[src/rtl/serial_adder_pkg.sv]
// Shared definitions for the bit-serial adder: FSM encoding and default width.
package serial_adder_pkg;

  localparam int unsigned WIDTH_DEFAULT = 4;

  typedef enum logic [1:0] {
    IDLE = 2'd0,
    RUN  = 2'd1,
    DONE = 2'd2
  } state_e;

endpackage

[src/rtl/serial_adder_bit1_adder.sv]
// Single-bit full adder used as the only arithmetic element of serial_adder.
module bit1_adder (
  input  logic A,
  input  logic B,
  input  logic Ci,
  output logic Co,
  output logic So
);

  assign So = A ^ B ^ Ci;
  assign Co = (A & B) | (Ci & (A ^ B));

endmodule

[src/rtl/serial_adder.sv]
// Bit-serial adder: one bit per clock, LSB first, through a single bit1_adder.
// S/Co are only updated on entry to DONE; busy/done are registered decodes.
module serial_adder
  import serial_adder_pkg::*;
#(
  parameter int unsigned WIDTH = WIDTH_DEFAULT
) (
  input  logic             clk,
  input  logic             rst_n,
  input  logic             start,
  input  logic [WIDTH-1:0] A,
  input  logic [WIDTH-1:0] B,
  input  logic             Ci,
  output logic [WIDTH-1:0] S,
  output logic             Co,
  output logic             busy,
  output logic             done
);

  localparam int unsigned    CW   = $clog2(WIDTH + 1);
  localparam logic [CW-1:0]  LAST = CW'(WIDTH - 1);

  state_e           state_q, state_d;
  logic [WIDTH-1:0] a_q, a_d, b_q, b_d, sum_q, sum_d, s_q, s_d;
  logic             carry_q, carry_d, co_q, co_d;
  logic             busy_q, busy_d, done_q, done_d;
  logic [CW-1:0]    cnt_q, cnt_d;
  logic             fa_so, fa_co;

  bit1_adder u_fa (
    .A  (a_q[0]),
    .B  (b_q[0]),
    .Ci (carry_q),
    .Co (fa_co),
    .So (fa_so)
  );

  always_ff @(posedge clk or negedge rst_n) begin
    if (!rst_n) state_q <= IDLE;
    else        state_q <= state_d;
  end

  always_comb begin
    state_d = state_q;
    case (state_q)
      IDLE:    if (start) state_d = RUN;
      RUN:     if (cnt_q == LAST) state_d = DONE;
      DONE:    state_d = IDLE;
      default: state_d = IDLE;
    endcase
  end

  // Flags are registered from the next state so they line up with state_q.
  always_comb begin
    busy_d = (state_d == RUN);
    done_d = (state_d == DONE);
  end

  always_comb begin
    a_d     = a_q;
    b_d     = b_q;
    sum_d   = sum_q;
    carry_d = carry_q;
    cnt_d   = cnt_q;
    s_d     = s_q;
    co_d    = co_q;
    case (state_q)
      IDLE: begin
        if (start) begin
          a_d     = A;
          b_d     = B;
          carry_d = Ci;
          cnt_d   = '0;
        end
      end
      RUN: begin
        a_d     = a_q >> 1;
        b_d     = b_q >> 1;
        sum_d   = {fa_so, sum_q[WIDTH-1:1]};
        carry_d = fa_co;
        cnt_d   = cnt_q + CW'(1);
        if (cnt_q == LAST) begin
          s_d  = {fa_so, sum_q[WIDTH-1:1]};
          co_d = fa_co;
        end
      end
      default: ;
    endcase
  end

  always_ff @(posedge clk or negedge rst_n) begin
    if (!rst_n) begin
      a_q     <= '0;
      b_q     <= '0;
      sum_q   <= '0;
      carry_q <= 1'b0;
      cnt_q   <= '0;
      s_q     <= '0;
      co_q    <= 1'b0;
      busy_q  <= 1'b0;
      done_q  <= 1'b0;
    end else begin
      a_q     <= a_d;
      b_q     <= b_d;
      sum_q   <= sum_d;
      carry_q <= carry_d;
      cnt_q   <= cnt_d;
      s_q     <= s_d;
      co_q    <= co_d;
      busy_q  <= busy_d;
      done_q  <= done_d;
    end
  end

  assign S    = s_q;
  assign Co   = co_q;
  assign busy = busy_q;
  assign done = done_q;

endmodule

[config.mk]
export PLATFORM = sky130hd
export DESIGN_NAME = serial_adder
export DESIGN_NICKNAME = d
export VERILOG_FILES = /design/src/rtl/serial_adder_pkg.sv /design/src/rtl/serial_adder_bit1_adder.sv /design/src/rtl/serial_adder.sv
export SDC_FILE = /design/constraint.sdc
export NUM_CORES = 1
export LEC_CHECK = 0
export CORE_UTILIZATION = 50
export DETAILED_ROUTE_END_ITERATION = 10
export PLACE_DENSITY = 0.88
export SYNTH_ARGS = -nofsm -noshare
export SYNTH_HDL_FRONTEND = slang
export SYNTH_HIERARCHICAL = 1
export SYNTH_SLANG_ARGS = --single-unit
[constraint.sdc]
create_clock -name clk -period 1.6 [get_ports clk]
set_clock_uncertainty 0.05 [all_clocks]
set_input_delay 0.32 -clock clk [delete_from_list [all_inputs] [get_ports clk]]
set_output_delay 0.32 -clock clk [all_outputs]
set_load 0.005 [all_outputs]
# Word-level counts from Yosys, hierarchy flattened
# Cells that the tools add are included.
[word_totals] ff_bits=25 in_bits=12 out_inout_bits=7 word_cells=36
[classes] addsub=1 n_eq_ne=5 n_mux=11 bitwise=5 reduce_logical=4
[op_table] cell="4-bit case mux with 2 select lines" n=2
[op_table] cell="4-bit 2-to-1 mux" n=2
[op_table] cell="3-bit case mux with 2 select lines" n=1
[op_table] cell="2-bit by 1-bit == test with 1-bit output, second input constant" n=2
[op_table] cell="2-bit 2-to-1 mux" n=2
[op_table] cell="2-bit case mux with 2 select lines" n=1
[op_table] cell="2-bit AND reduction" n=2
[op_table] cell="3-bit by 1-bit adder with 3-bit output, second input constant" n=1
[op_table] cell="3-bit by 2-bit == test with 1-bit output, second input constant" n=1
[op_table] cell="3-bit 2-to-1 mux" n=1
[op_table] cell="1-bit bitwise AND" n=2
[op_table] cell="2-bit == test, second input constant" n=1
[op_table] cell="2-bit logical NOT" n=1
[op_table] cell="2-bit inequality test, second input constant" n=1
[op_table] cell="1-bit case mux with 2 select lines" n=1
[op_table] cell="2-bit nonzero test" n=1
[op_table] cell="1-bit bitwise XOR" n=2
[op_table] cell="1-bit 2-to-1 mux" n=1
[op_table] cell="1-bit bitwise OR" n=1

# Logic depth before layout (Yosys ltp)
[depth] depth_word=4 mapped_depth=5

# Hierarchy
# Netlist, hierarchy kept.
[modules_own_cells] mod="serial_adder" instances=1 cells_each=91 area_each_um2=1008.5 seq_area_each_um2=600.6
[modules_own_cells] mod="bit1_adder" instances=1 cells_each=1 area_each_um2=20.0 seq_area_each_um2=0.0

# Worst setup path before layout
# No wires, ideal clock.
[synth_timing] path_kind="reg-to-reg" startpoint="reg cnt_q[0]" endpoint="reg co_q (netlist: Co)" setup_time_ps=125 t_arrival_ps=1263 required_time_ps=1425 setup_slack_ps=162 stages_incl_launch_ff=6 n_path_buf=1 period_less_slack_ps=1438 cell_sequence="dfrtp_1 ha_1 ha_1 and2_4 buf_6 mux2_2"
[synth_via] elab_chain_len=2
[synth_lines] item="from (decl)" line_no="serial_adder.sv:27" source="logic [CW-1:0] cnt_q, cnt_d;"
[synth_lines] item="from (signal assigned)" line_no="serial_adder.sv:107" source="cnt_q <= cnt_d;"
[synth_lines] item="3-bit by 2-bit == test with 1-bit output" line_no="serial_adder.sv:82" source="if (cnt_q == LAST) begin"
[synth_lines] item="2-bit AND reduction (no source line)"
[synth_lines] item="to (signal assigned)" line_no="serial_adder.sv:109" source="co_q <= co_d;"
[synth_lines] item="to (decl)" line_no="serial_adder.sv:25" source="logic carry_q, carry_d, co_q, co_d;"
# Every way passes these cells.
# A chain may end at the register's enable or synchronous reset.

# Final worst setup path
[layout_timing] startpoint="reg s_q[2] (netlist: S[2])" endpoint="out S[2]"
[layout_rtl] item="from (decl)" line_no="serial_adder.sv:24" source="logic [WIDTH-1:0] a_q, a_d, b_q, b_d, sum_q, sum_d, s_q, s_d;"
[layout_rtl] item="from (signal assigned)" line_no="serial_adder.sv:98" source="s_q <= '0;"
[layout_rtl] item="from (signal assigned)" line_no="serial_adder.sv:108" source="s_q <= s_d;"
[layout_rtl] item="to (decl)" line_no="serial_adder.sv:14" source="output logic [WIDTH-1:0] S,"
# No word-level cell between the ends.

==> out/metrics.yaml <==
insertion_delay_ns: 0.31
worst_pin_slew_ns: 0.415
pre_cts_ws_ns: 0.0714
antenna_found_initial: 0
cp_max_fo: 2
nNetsFinal: 129
synthSimpleGateAreaFrac_pct: 9.85
ys_ff_latch: 24
period_minus_slack_ns: 1.56
antennaDiodeCount: 0
cts_tree: "done"
yosys.area_share.xor_xnor_pct: 0
path_buf_inv: 1
grt_pass1_vias: 771
grt_pass1_wl_mm: 3.33
ctsRootBufferMaster: "clkbuf_4"
crit_slowest_cell: "clkdlybuf4s50_1"
drive_gt1_share_pct: 13.3
nFillCells: 150
dr_total_vias: 760
synth_fa_ha_area_share_pct: 4.38
ys_types: 21
worst_slack_ns: 0.0419
seq_area_frac_synth_pct: 58.4
hold_ws_ns: 0.289
ios: 19
syn_area_per_cell_um2: 11.2
cts_hold_buf: 0
yosysWarnings: 6
cts_made_buffers: 3
finalSetupViolCount: 0
die_y_um: 47.4
netlist_instances: 92
synth_compound_area_share_pct: 17.8
port_buffers: 18
grt.total_usage_pct: 22.5
post-route-drc-count: 0
fin_crit_sh_pct: 97.4
dieArea_mm2: 0.00224
crit_path_cell_trace: "clkdlybuf4s50_1"
syn_nets: 107
routed_wl_mm: 2.11
rsz0062_at_grt: "false"
end_kind: "output port"
final_common_cell: "dfrtp_1"
arrival_ns: 1.19
cpPeakStageDelay_ns: 0.50
core-area_mm2: 0.00194
antenna_left: 0
cts_num_sinks: 24
synthMuxAreaShare_pct: 5.47
cts.htree.levels: 1
syn_area_mm2: 0.00103
die_w_um: 47.4
slew_viol_final: 0
initial_core_util_pct: 53.0
status: "finished clean"
place.gp.congestion: 0.764
max-clock-path-buffers: 2
hold_class: "input port to async pin"
tns_ns: 0
hpwl_mm: 1.60
ir_worst_vdd_uv: 970
final_cell_mix: "24 x dfrtp_1, 15 x clkdlybuf4s50_1, 14 x o22ai_1"
drtIter0Drc: 13
crit_family: "buffers and inverters"
vias_per_cell: 5.43
grt_overflow: 0
max_cap_violations: 0
post_cts_resized: 0
worst-setup-path-type: "flip-flop to output port"
slew_headroom_pct: 72.3
drt-pass1-iter-count: 4
power_mw: 2.40
max_freq_ghz: 0.642
path_clk_slew_ns: 0.13
postCtsSetupBuffers: 0
cellPowerDensity_mw_per_mm2: 1870
grt_max_degree: 25
synth_top_family_by_area: "compound AO/OA/AOI/OAI gates"
startpoint_type: "flip-flop"
report.final.hold_viol_count: 0
fp-row-count: 16
area_growth_pct: 24.9
crit_required_ns: 1.23
leakagePower_nw: 0.599
wl_per_cell_um: 15.1
path summary, 6_finish.rpt:
check                                           from                    to  slack (ns)  cells past startpoint
worst max-delay path                S[2]$_DFFE_PN0P_                  S[2]        0.04                      1
worst max register to register  cnt_q[0]$_DFFE_PN0P_      S[0]$_DFFE_PN0P_        0.11                      4
max in group asynchronous                      rst_n        busy$_DFF_PN0_        0.98                      2
worst min-delay path                           rst_n    b_q[3]$_DFFE_PN0P_        0.29                      2
worst min register to register  sum_q[1]$_DFFE_PN0P_  sum_q[1]$_DFFE_PN0P_        0.46                      2
min in group clk                sum_q[1]$_DFFE_PN0P_  sum_q[1]$_DFFE_PN0P_        0.46                      2
power breakdown:
group | switching (mW) | total, mW | internal [mW]
sequential | 0.194 | 1.08 | 0.886
clock | 0.182 | 0.321 | 0.139
combinational | 0.483 | 1.00 | 0.520
stage by stage:
stage | cells | area, um2 | util, %
finish | 140 | 1280 | 66.2
global route | 140 | 1280 | 66.2
CTS | 140 | 1280 | 65.8
detailed placement | 136 | 1240 | 63.9
global placement | 136 | 1240 | 63.9
floorplan | 92 | 1030 | -
registers in the layout, summed over array words and instances, names as in the netlist, 2 cells and up:
signal / flops
S: 4
a_q: 4
b_q: 4
cnt_q: 3
state_q: 2
sum_q: 3
per-layer routing:
layer | vias to the layer above | share of wire [%] | routed length (um) | global-route usage, %
met2 | 23 | 52 | 1100 | 39.2
li1 | 367 | - | - | -
met5 | - | 0 | 0 | 0
met4 | 0 | 1.8 | 37 | 10.3
met1 | 366 | 42 | 889 | 27.3
met3 | 4 | 3.9 | 83 | 3.46
Yosys cell counts, drive strengths merged:
library cell	count	share of area (%)
o21ai	9	4.4
nand2b	1	0.61
inv	3	1.1
ha	2	2.4
a211oi	2	1.5
clkbuf	2	0.73
nor2	1	0.36
buf	3	2.3
and2	2	1.5
nor2b	2	1.9
fa	1	1.9
o22ai	14	8.5
mux2	5	5.5
or2b	1	0.73
nand2	13	4.7
a21oi	7	3.4
dfrtp	24	58
area by class of cell:
type	count	area [um2]	area share, %
clock buffers	4	36.3	2.82
inverters	3	11.3	0.876
repair buffers	22	218	16.9
multi-input cells	60	385	30.0
flip-flops and latches	24	601	46.7
well taps	27	33.8	2.63
cells by family (layout without fill, tap and decap cells):
| family | count (synthesis) | count (layout) |
|---|---|---|
| flops | 24 | 24 |
| simple gates | 20 | 20 |
| compound gates | 32 | 32 |
| mux | 5 | 5 |
| fa+ha+maj | 3 | 3 |
| buf+inv | 8 | 29 |
Power figures use the tool's default switching activity.
